**src/rtl/shift_sched.sv**
```systemverilog
// Round-robin scheduler sharing one pipelined left shifter between two requesters.
// Optional grant counters are enabled with SHIFT_SCHED_STATS_EN.
module shift_sched #(
  parameter int LAT = 5
) (
  input  logic        clk,
  input  logic        rst,
  input  logic        req0_valid,
  output logic        req0_ready,
  input  logic [31:0] req0_data,
  input  logic [4:0]  req0_amt,
  input  logic        req1_valid,
  output logic        req1_ready,
  input  logic [31:0] req1_data,
  input  logic [4:0]  req1_amt,
  output logic        sh_valid_o,
  output logic [31:0] sh_data_o,
  output logic [4:0]  sh_amt_o,
  input  logic [31:0] sh_result_i,
  output logic        rsp0_valid,
  output logic        rsp1_valid,
  output logic [31:0] rsp_data,
  input  logic        drain_i,
  output logic        drained_o
`ifdef SHIFT_SCHED_STATS_EN
  ,
  output logic [15:0] stat0_cnt,
  output logic [15:0] stat1_cnt
`endif
);

  typedef enum logic [1:0] {
    ST_RUN     = 2'd0,
    ST_DRAIN   = 2'd1,
    ST_DRAINED = 2'd2
  } state_e;

  state_e          state_r;
  state_e          state_next_s;
  logic            last_r;
  logic            grant_v_s;
  logic            grant_id_s;
  logic            run_s;
  logic            hs_s;
  logic            busy_s;
  logic [LAT-1:0]  pipe_v_r;
  logic [LAT-1:0]  pipe_id_r;
  logic [31:0]     data_r;
  logic [4:0]      amt_r;
  logic            rsp0_r;
  logic            rsp1_r;
  logic [31:0]     rsp_data_r;
  logic            drained_r;

  // Round-robin pick: with both valid, the requester that did not win last time goes.
  always_comb begin
    grant_v_s  = 1'b0;
    grant_id_s = 1'b0;
    if (req0_valid && req1_valid) begin
      grant_v_s  = 1'b1;
      grant_id_s = ~last_r;
    end else if (req0_valid) begin
      grant_v_s  = 1'b1;
      grant_id_s = 1'b0;
    end else if (req1_valid) begin
      grant_v_s  = 1'b1;
      grant_id_s = 1'b1;
    end else begin
      grant_v_s  = 1'b0;
      grant_id_s = 1'b0;
    end
  end

  assign run_s      = (state_r == ST_RUN);
  assign hs_s       = grant_v_s && run_s;
  assign req0_ready = hs_s && !grant_id_s;
  assign req1_ready = hs_s && grant_id_s;
  assign busy_s     = (|pipe_v_r) || rsp0_r || rsp1_r;

  // Drain control: leave DRAIN as soon as the request drops, even if not yet empty.
  always_comb begin
    state_next_s = state_r;
    case (state_r)
      ST_RUN: begin
        if (drain_i) state_next_s = ST_DRAIN;
        else         state_next_s = ST_RUN;
      end
      ST_DRAIN: begin
        if (!drain_i)     state_next_s = ST_RUN;
        else if (!busy_s) state_next_s = ST_DRAINED;
        else              state_next_s = ST_DRAIN;
      end
      ST_DRAINED: begin
        if (!drain_i) state_next_s = ST_RUN;
        else          state_next_s = ST_DRAINED;
      end
      default: state_next_s = ST_RUN;
    endcase
  end

  // State register, arbitration pointer and drained flag.
  always_ff @(posedge clk) begin
    if (rst) begin
      state_r   <= ST_RUN;
      last_r    <= 1'b1;
      drained_r <= 1'b0;
    end else begin
      state_r   <= state_next_s;
      drained_r <= (state_next_s == ST_DRAINED);
      if (hs_s) last_r <= grant_id_s;
    end
  end

  // Issue register and ID pipeline; stage 0 doubles as the shifter's valid.
  always_ff @(posedge clk) begin
    if (rst) begin
      data_r    <= 32'd0;
      amt_r     <= 5'd0;
      pipe_v_r  <= '0;
      pipe_id_r <= '0;
    end else begin
      if (hs_s) begin
        data_r <= grant_id_s ? req1_data : req0_data;
        amt_r  <= grant_id_s ? req1_amt  : req0_amt;
      end
      pipe_v_r[0]  <= hs_s;
      pipe_id_r[0] <= grant_id_s;
      for (int i = 1; i < LAT; i++) begin
        pipe_v_r[i]  <= pipe_v_r[i-1];
        pipe_id_r[i] <= pipe_id_r[i-1];
      end
    end
  end

  // Response capture: the shifter output is only trusted when the tail tag is live.
  always_ff @(posedge clk) begin
    if (rst) begin
      rsp0_r     <= 1'b0;
      rsp1_r     <= 1'b0;
      rsp_data_r <= 32'd0;
    end else begin
      rsp0_r <= pipe_v_r[LAT-1] && !pipe_id_r[LAT-1];
      rsp1_r <= pipe_v_r[LAT-1] &&  pipe_id_r[LAT-1];
      if (pipe_v_r[LAT-1]) rsp_data_r <= sh_result_i;
    end
  end

  assign sh_valid_o = pipe_v_r[0];
  assign sh_data_o  = data_r;
  assign sh_amt_o   = amt_r;
  assign rsp0_valid = rsp0_r;
  assign rsp1_valid = rsp1_r;
  assign rsp_data   = rsp_data_r;
  assign drained_o  = drained_r;

`ifdef SHIFT_SCHED_STATS_EN
  logic [15:0] stat0_r;
  logic [15:0] stat1_r;

  function automatic logic [15:0] sat_inc(input logic [15:0] v);
    return (v == 16'hFFFF) ? v : v + 16'd1;
  endfunction

  // Saturating per-requester grant counters.
  always_ff @(posedge clk) begin
    if (rst) begin
      stat0_r <= 16'd0;
      stat1_r <= 16'd0;
    end else begin
      if (req0_ready) stat0_r <= sat_inc(stat0_r);
      if (req1_ready) stat1_r <= sat_inc(stat1_r);
    end
  end

  assign stat0_cnt = stat0_r;
  assign stat1_cnt = stat1_r;
`endif

endmodule
```
**config.mk**
```make
export PLATFORM = sky130hd
export DESIGN_NAME = shift_sched
export DESIGN_NICKNAME = d
export VERILOG_FILES = /design/src/rtl/shift_sched.sv
export SDC_FILE = /design/constraint.sdc
export NUM_CORES = 1
export LEC_CHECK = 0
export ABC_AREA = 1
export BUFFER_PORTS_ARGS = -buffer_cell sky130_fd_sc_hd__buf_2
export CAP_MARGIN = 15
export CORE_MARGIN = 2
export CORE_UTILIZATION = 35
export CTS_CLUSTER_DIAMETER = 50
export DETAILED_ROUTE_END_ITERATION = 6
export GPL_TIMING_DRIVEN = 0
export PLACE_DENSITY = 0.73
export SYNTH_ARGS = -nofsm -noshare
export SYNTH_HDL_FRONTEND = slang
export SYNTH_SLANG_ARGS = --single-unit
```
**constraint.sdc**
```tcl
create_clock -name clk -period 1.2 [get_ports clk]
set_input_delay 0.06 -clock clk [delete_from_list [all_inputs] [get_ports clk]]
set_output_delay 0.06 -clock clk [all_outputs]
set_load 0.01 [all_outputs]
```
### Word-level counts from Yosys, hierarchy flattened

Index checks and enable logic that the tools add are counted.

* register bits after elaboration: 85
* latch bits: 0
* bits in writable memories: 0
* bits in read-only memories: 0
* input port bits: 111
* output and inout port bits: 75
* memories kept: 0

* $add $sub $neg: 0
* $mul: 0
* divide/modulo/power cells: 0
* magnitude comparators: 0
* equality and inequality tests: 3
* shifts and indexed selects: 0
* mux-type cells: 12
* bitwise logic cells: 1
* reduce and logical (&&, ||, !) cells: 12

Operators with widths (count)
* $mux 32: 1
* $logic_and 1x1->1: 6
* $mux 1: 6
* $mux 2: 3
* $pmux 2 s3: 1
* $mux 5: 1
* $reduce_or 5->1: 1
* $eq 2x2->1 const B: 2
* $eq 2x1->1 const B: 1
* $logic_not 1->1: 2
* $logic_not 2->1: 1
* $logic_or 1x1->1: 2
* $not 1->1: 1

### Longest topological paths before layout

* depth after elaboration: 7
* gate-level depth with buffers: 8
* gate-level depth less buffers: 6

### Worst setup path after synthesis

Ideal clock, no wire load.

* path kind: register -> register
* start: reg last_r
* end: reg amt_r[1] (netlist: sh_amt_o[1])
* library setup time: 132 ps
* arrival: 877 ps
* required time: 1068 ps
* path slack: 191 ps
* stages on the path, launching flop included: 9
* clock period less this slack: 1009 ps
* path through: dfxtp_1 nand2_1 nand2_1 buf_4 buf_6 nand2_1 nand2_1 nand2_1 a21oi_1

* cells in the longest elaborated chain, start to end: 3

Ends and longest elaborated chain
* start, declared: line 40 `logic last_r;`
* start signal, assigned: line 110 `if (hs_s) last_r <= grant_id_s;`
* $not 1->1: line 61 `grant_id_s = ~last_r;`
* $mux 1: line 59 `if (req0_valid && req1_valid) begin`
* $mux 5: line 124 `amt_r <= grant_id_s ? req1_amt : req0_amt;`
* end signal, assigned: line 124
* end, declared: line 49 `logic [4:0] amt_r;`

Every way passes these cells.
A chain may end at the register's enable or synchronous reset.

### Final worst setup path

* start: reg state_r[0]
* end: out req0_ready

* cells in the longest elaborated chain, start to end: 3

Ends and longest elaborated chain
* start, declared: line 38 `state_e state_r;`
* start signal, assigned: line 108 `state_r <= state_next_s;`
* $logic_not 2->1: line 74 `assign run_s = (state_r == ST_RUN);`
* $logic_and 1x1->1: line 75 `assign hs_s = grant_v_s && run_s;`
* $logic_and 1x1->1: line 76 `assign req0_ready = hs_s && !grant_id_s;`
* end, declared: line 9 `output logic req0_ready,`

Every way passes these cells.

==> impl_metrics.py <==
metrics = {
    "clock_tree": {
        "cts.path.max_buffers": 2,
        "numCtsBuffers": 9,
        "clock-root-buffer": "clkbuf_8",
        "cts_sinks": 85,
        "cts_tree": "yes",
        "clk-insertion-delay-late_ps": 340,
        "htree_levels": 3,
        "clk_pin_slew_ps": 90,
    },
    "sta": {
        "slew-limit-headroom_pct": 57.9,
        "fin_worst_skew_ps": 13.8,
        "setup_ws_ps": -63.9,
        "setup_viol": 22,
        "worst_pin_slew_ps": 631,
        "rsz0062_at_grt": "true",
        "finalMaxSlewViolations": 0,
        "hold_slack_ps": 40.6,
        "period_share_pct": 105,
        "layout_min_cycle_time_ps": 1260,
        "fmax_ghz": 0.791,
        "timing_hold_violations_final": 0,
    },
    "synth": {
        "synth-xor-area-share_pct": 0,
        "yosysWarnings": 0,
        "synth-main-ff-cell": "dfxtp_1",
        "post-synth-top-count-cell": "nand2_1",
        "synth_fp_nets": 595,
        "synthTopCellsByCount": "153 x nand2_1, 85 x dfxtp_1, 81 x nor2_1, 39 x a21oi_1, 38 x nand3_1",
        "ys_ff_latch": 85,
        "synth_top_family_by_area": "simple AND/OR/NAND/NOR gates",
        "muxShareOfSynthArea_pct": 0,
        "synth_top_area_share_pct": 49.9,
        "yosys-top-cells-area": "dfxtp_1 50%, nand2_1 17%, nor2_1 8.9%",
        "synthCells": 484,
        "syn_area_um2": 3410,
        "postSynthAreaPerCell_um2": 7.05,
        "synth_simple_gate_area_share_pct": 32.0,
        "synthArstFlopShare_pct": 0,
        "synth.distinct_cells": 18,
        "synth_edf_count": 0,
        "synthAdderAreaFrac_pct": 0,
        "yosysTopAreaCell": "dfxtp_1",
        "synth-seq-area-share_pct": 49.9,
        "synth_compound_area_share_pct": 10.8,
    },
    "grt": {
        "grt-ovfl-total": 0,
        "antenna_found_initial": 0,
        "grt_max_degree": 16,
        "gr-usage-all-layers_pct": 18.3,
        "grt_pass1_vias": 3575,
        "grt_first_pass_wirelength_um": 15400,
    },
    "floorplan": {
        "rows": 36,
        "fp.dieW_um": 103,
        "die-area_um2": 10600,
        "die_y_um": 103,
        "start_util_pct": 35.4,
        "fp.coreArea_um2": 9640,
        "io_pins": 186,
    },
    "critical_path": {
        "max_stage_delay_ps": 340,
        "end_kind": "output pin",
        "worstSetupStartpointType": "flip-flop",
        "crit_chain": "nor2_4, o21ai_4, buf_6, nor2_4, buf_6",
        "rr_worst_depth": 7,
        "critPathMaxFanout": 2,
        "critical_path_class": "flip-flop to output pin",
        "critical-path-top-delay-family": "flip-flops",
        "reg2reg_slack_ps": -60,
        "cp.buffers_inverters": 2,
        "cp.depth": 5,
        "cp_slowest_cell": "dfxtp_2",
        "cp.required_ps": 1140,
        "arrival_ps": 1200,
    },
    "min_path": {
        "hold_class": "input port to flip-flop",
        "min_path_cells": 5,
    },
    "drt": {
        "routed_wl_um": 10200,
        "post_drt_wl_per_cell_um": 11.9,
        "drtAntennaViolNets": 0,
        "via_per_inst": 4.59,
        "drtPass1Iterations": 4,
        "drt_iter0_markers": 78,
        "drc": 0,
        "vias": 3935,
    },
    "power_and_ir_drop": {
        "ir_drop_v": 0.000578,
        "seqPwrFrac_pct": 50.0,
        "clkPwrFrac_pct": 29.6,
        "p_total_mw": 6.08,
        "p_int_mw": 4.33,
        "cellLeakagePower_nw": 2.74,
        "powerDensity_nw_per_um2": 1160,
        "power_switching_mw": 1.75,
        "power_frac_comb_pct": 20.4,
        "swShare_pct": 28.8,
    },
    "cells_and_area": {
        "fin_area_um2": 5240,
        "nets": 831,
        "nFillCells": 954,
        "final_cells": 858,
        "area_growth_pct": 53.4,
        "n_antenna_cell": 0,
        "drive_gt1_share_pct": 36.1,
    },
    "place": {
        "hpwlAfterDp_um": 7230,
        "place_congestion": 0.782,
        "dp.cells": 801,
        "portBuffers": 184,
        "place_area_um2": 4500,
        "dp_slack_ps": -86.0,
    },
    "status": {
        "run_status": "finished with violations",
        "violations": "setup timing",
    },
    "job": {
        "cap_violations": 0,
    },
}
[area by class of cell]
| cell class | instances | area, um2 | area share (%) |
|---|---|---|---|
| tap | 133 | 166 | 3.18 |
| inverter | 16 | 70.1 | 1.34 |
| clock inverter | 6 | 45.0 | 0.860 |
| timing repair buffer | 225 | 1330 | 25.4 |
| multi-input combinational | 349 | 1550 | 29.5 |
| buffer | 34 | 248 | 4.73 |
| clock buffer | 10 | 128 | 2.44 |
| sequential | 85 | 1710 | 32.6 |
[kinds of logic (layout without fill, tap and decap cells)]
family | after synthesis | in the layout
simple gates | 276 | 276
compound gates | 73 | 73
flops | 85 | 85
buf+inv | 50 | 291
[state kept, by name, summed over array words and instances, names as in the netlist]
name        flops
rsp1_valid      1
pipe_v_r        5
last_r          1
state_r         2
rsp0_valid      1
rsp_data       32
sh_amt_o        5
sh_data_o      32
drained_o       1
pipe_id_r       5
[cells in the final DEF (no fill, tap or decap)]
| master | Yosys | routed |
|---|---|---|
| buf_2 | 8 | 185 |
| nand2_1 | 153 | 149 |
| dfxtp_1 | 85 | 82 |
| nor2_1 | 81 | 80 |
| nand3_1 | 38 | 38 |
| dlygate4sd3_1 | 0 | 32 |
| o21ai_1 | 31 | 31 |
| a21oi_1 | 39 | 27 |
| buf_6 | 1 | 15 |
| buf_4 | 12 | 14 |
| a21oi_2 | 0 | 12 |
| inv_1 | 12 | 11 |
| clkbuf_8 | 0 | 9 |
| clkbuf_1 | 13 | 8 |
| clkbuf_2 | 0 | 6 |
| inv_2 | 4 | 3 |
| clkinvlp_4 | 0 | 3 |
| dfxtp_2 | 0 | 3 |
| nand2_4 | 0 | 2 |
| nor2_4 | 0 | 2 |
| nand2_2 | 0 | 2 |
| o21ai_0 | 2 | 2 |
| inv_6 | 0 | 2 |
| inv_4 | 0 | 1 |
| o21ai_4 | 0 | 1 |
| inv_8 | 0 | 1 |
| nand4_1 | 1 | 1 |
| and3_1 | 1 | 1 |
| nor3_1 | 1 | 1 |
| clkinv_2 | 0 | 1 |
[layer usage]
layer	GRT usage, %	vias up	share of wire (%)
met2	33.3	123	51
met1	21.1	1780	42
li1	-	2013	-
met5	0	-	0
met4	6.78	0	2.0
met3	3.93	19	5.2
[through the flow]
step	utilization (%)	setup TNS (ps)
6_report	54.3	-885
5_1_grt	54.3	-3070
4_1_cts	53.3	-997
3_5_place_dp	46.7	-1060
3_3_place_gp	46.7	-488
2_1_floorplan	-	0
[power by group through the flow]
stage          clock (mW)  combinational [mW]  sequential, mW
5_1_grt              1.99                1.37            3.06
3_5_place_dp            0                1.00            3.10
4_1_cts              1.87                1.18            3.04
2_1_floorplan           0               0.500            3.15
3_3_place_gp            0               0.986            3.09
6_report             1.80                1.24            3.04
[worst paths after layout]
path,from,end
max,state_r[0]$_SDFF_PP0_,req0_ready
min,req0_data[2],sh_data_o[2]$_SDFFE_PP0P_
max reg2reg,state_r[0]$_SDFF_PP0_,sh_data_o[25]$_SDFFE_PP0P_
min reg2reg,pipe_id_r[2]$_SDFF_PP0_,pipe_id_r[3]$_SDFF_PP0_
[tightest hold or removal path: stages]
cell	delay, ps
buf_2	100
nand2_1	50
nand2_1	40
nand2_1	50
a21oi_1	50
[timing repair]
item                       4_1_cts  5_1_grt
buffers inserted                 6        1
hold buffers                    32        0
hold endpoints to repair        32        0
pin swaps                        2        2
gates resized for setup         27       37
setup endpoints to repair       32       70
cloned                           2        0
Note: power is estimated with default switching activity, not from simulation.
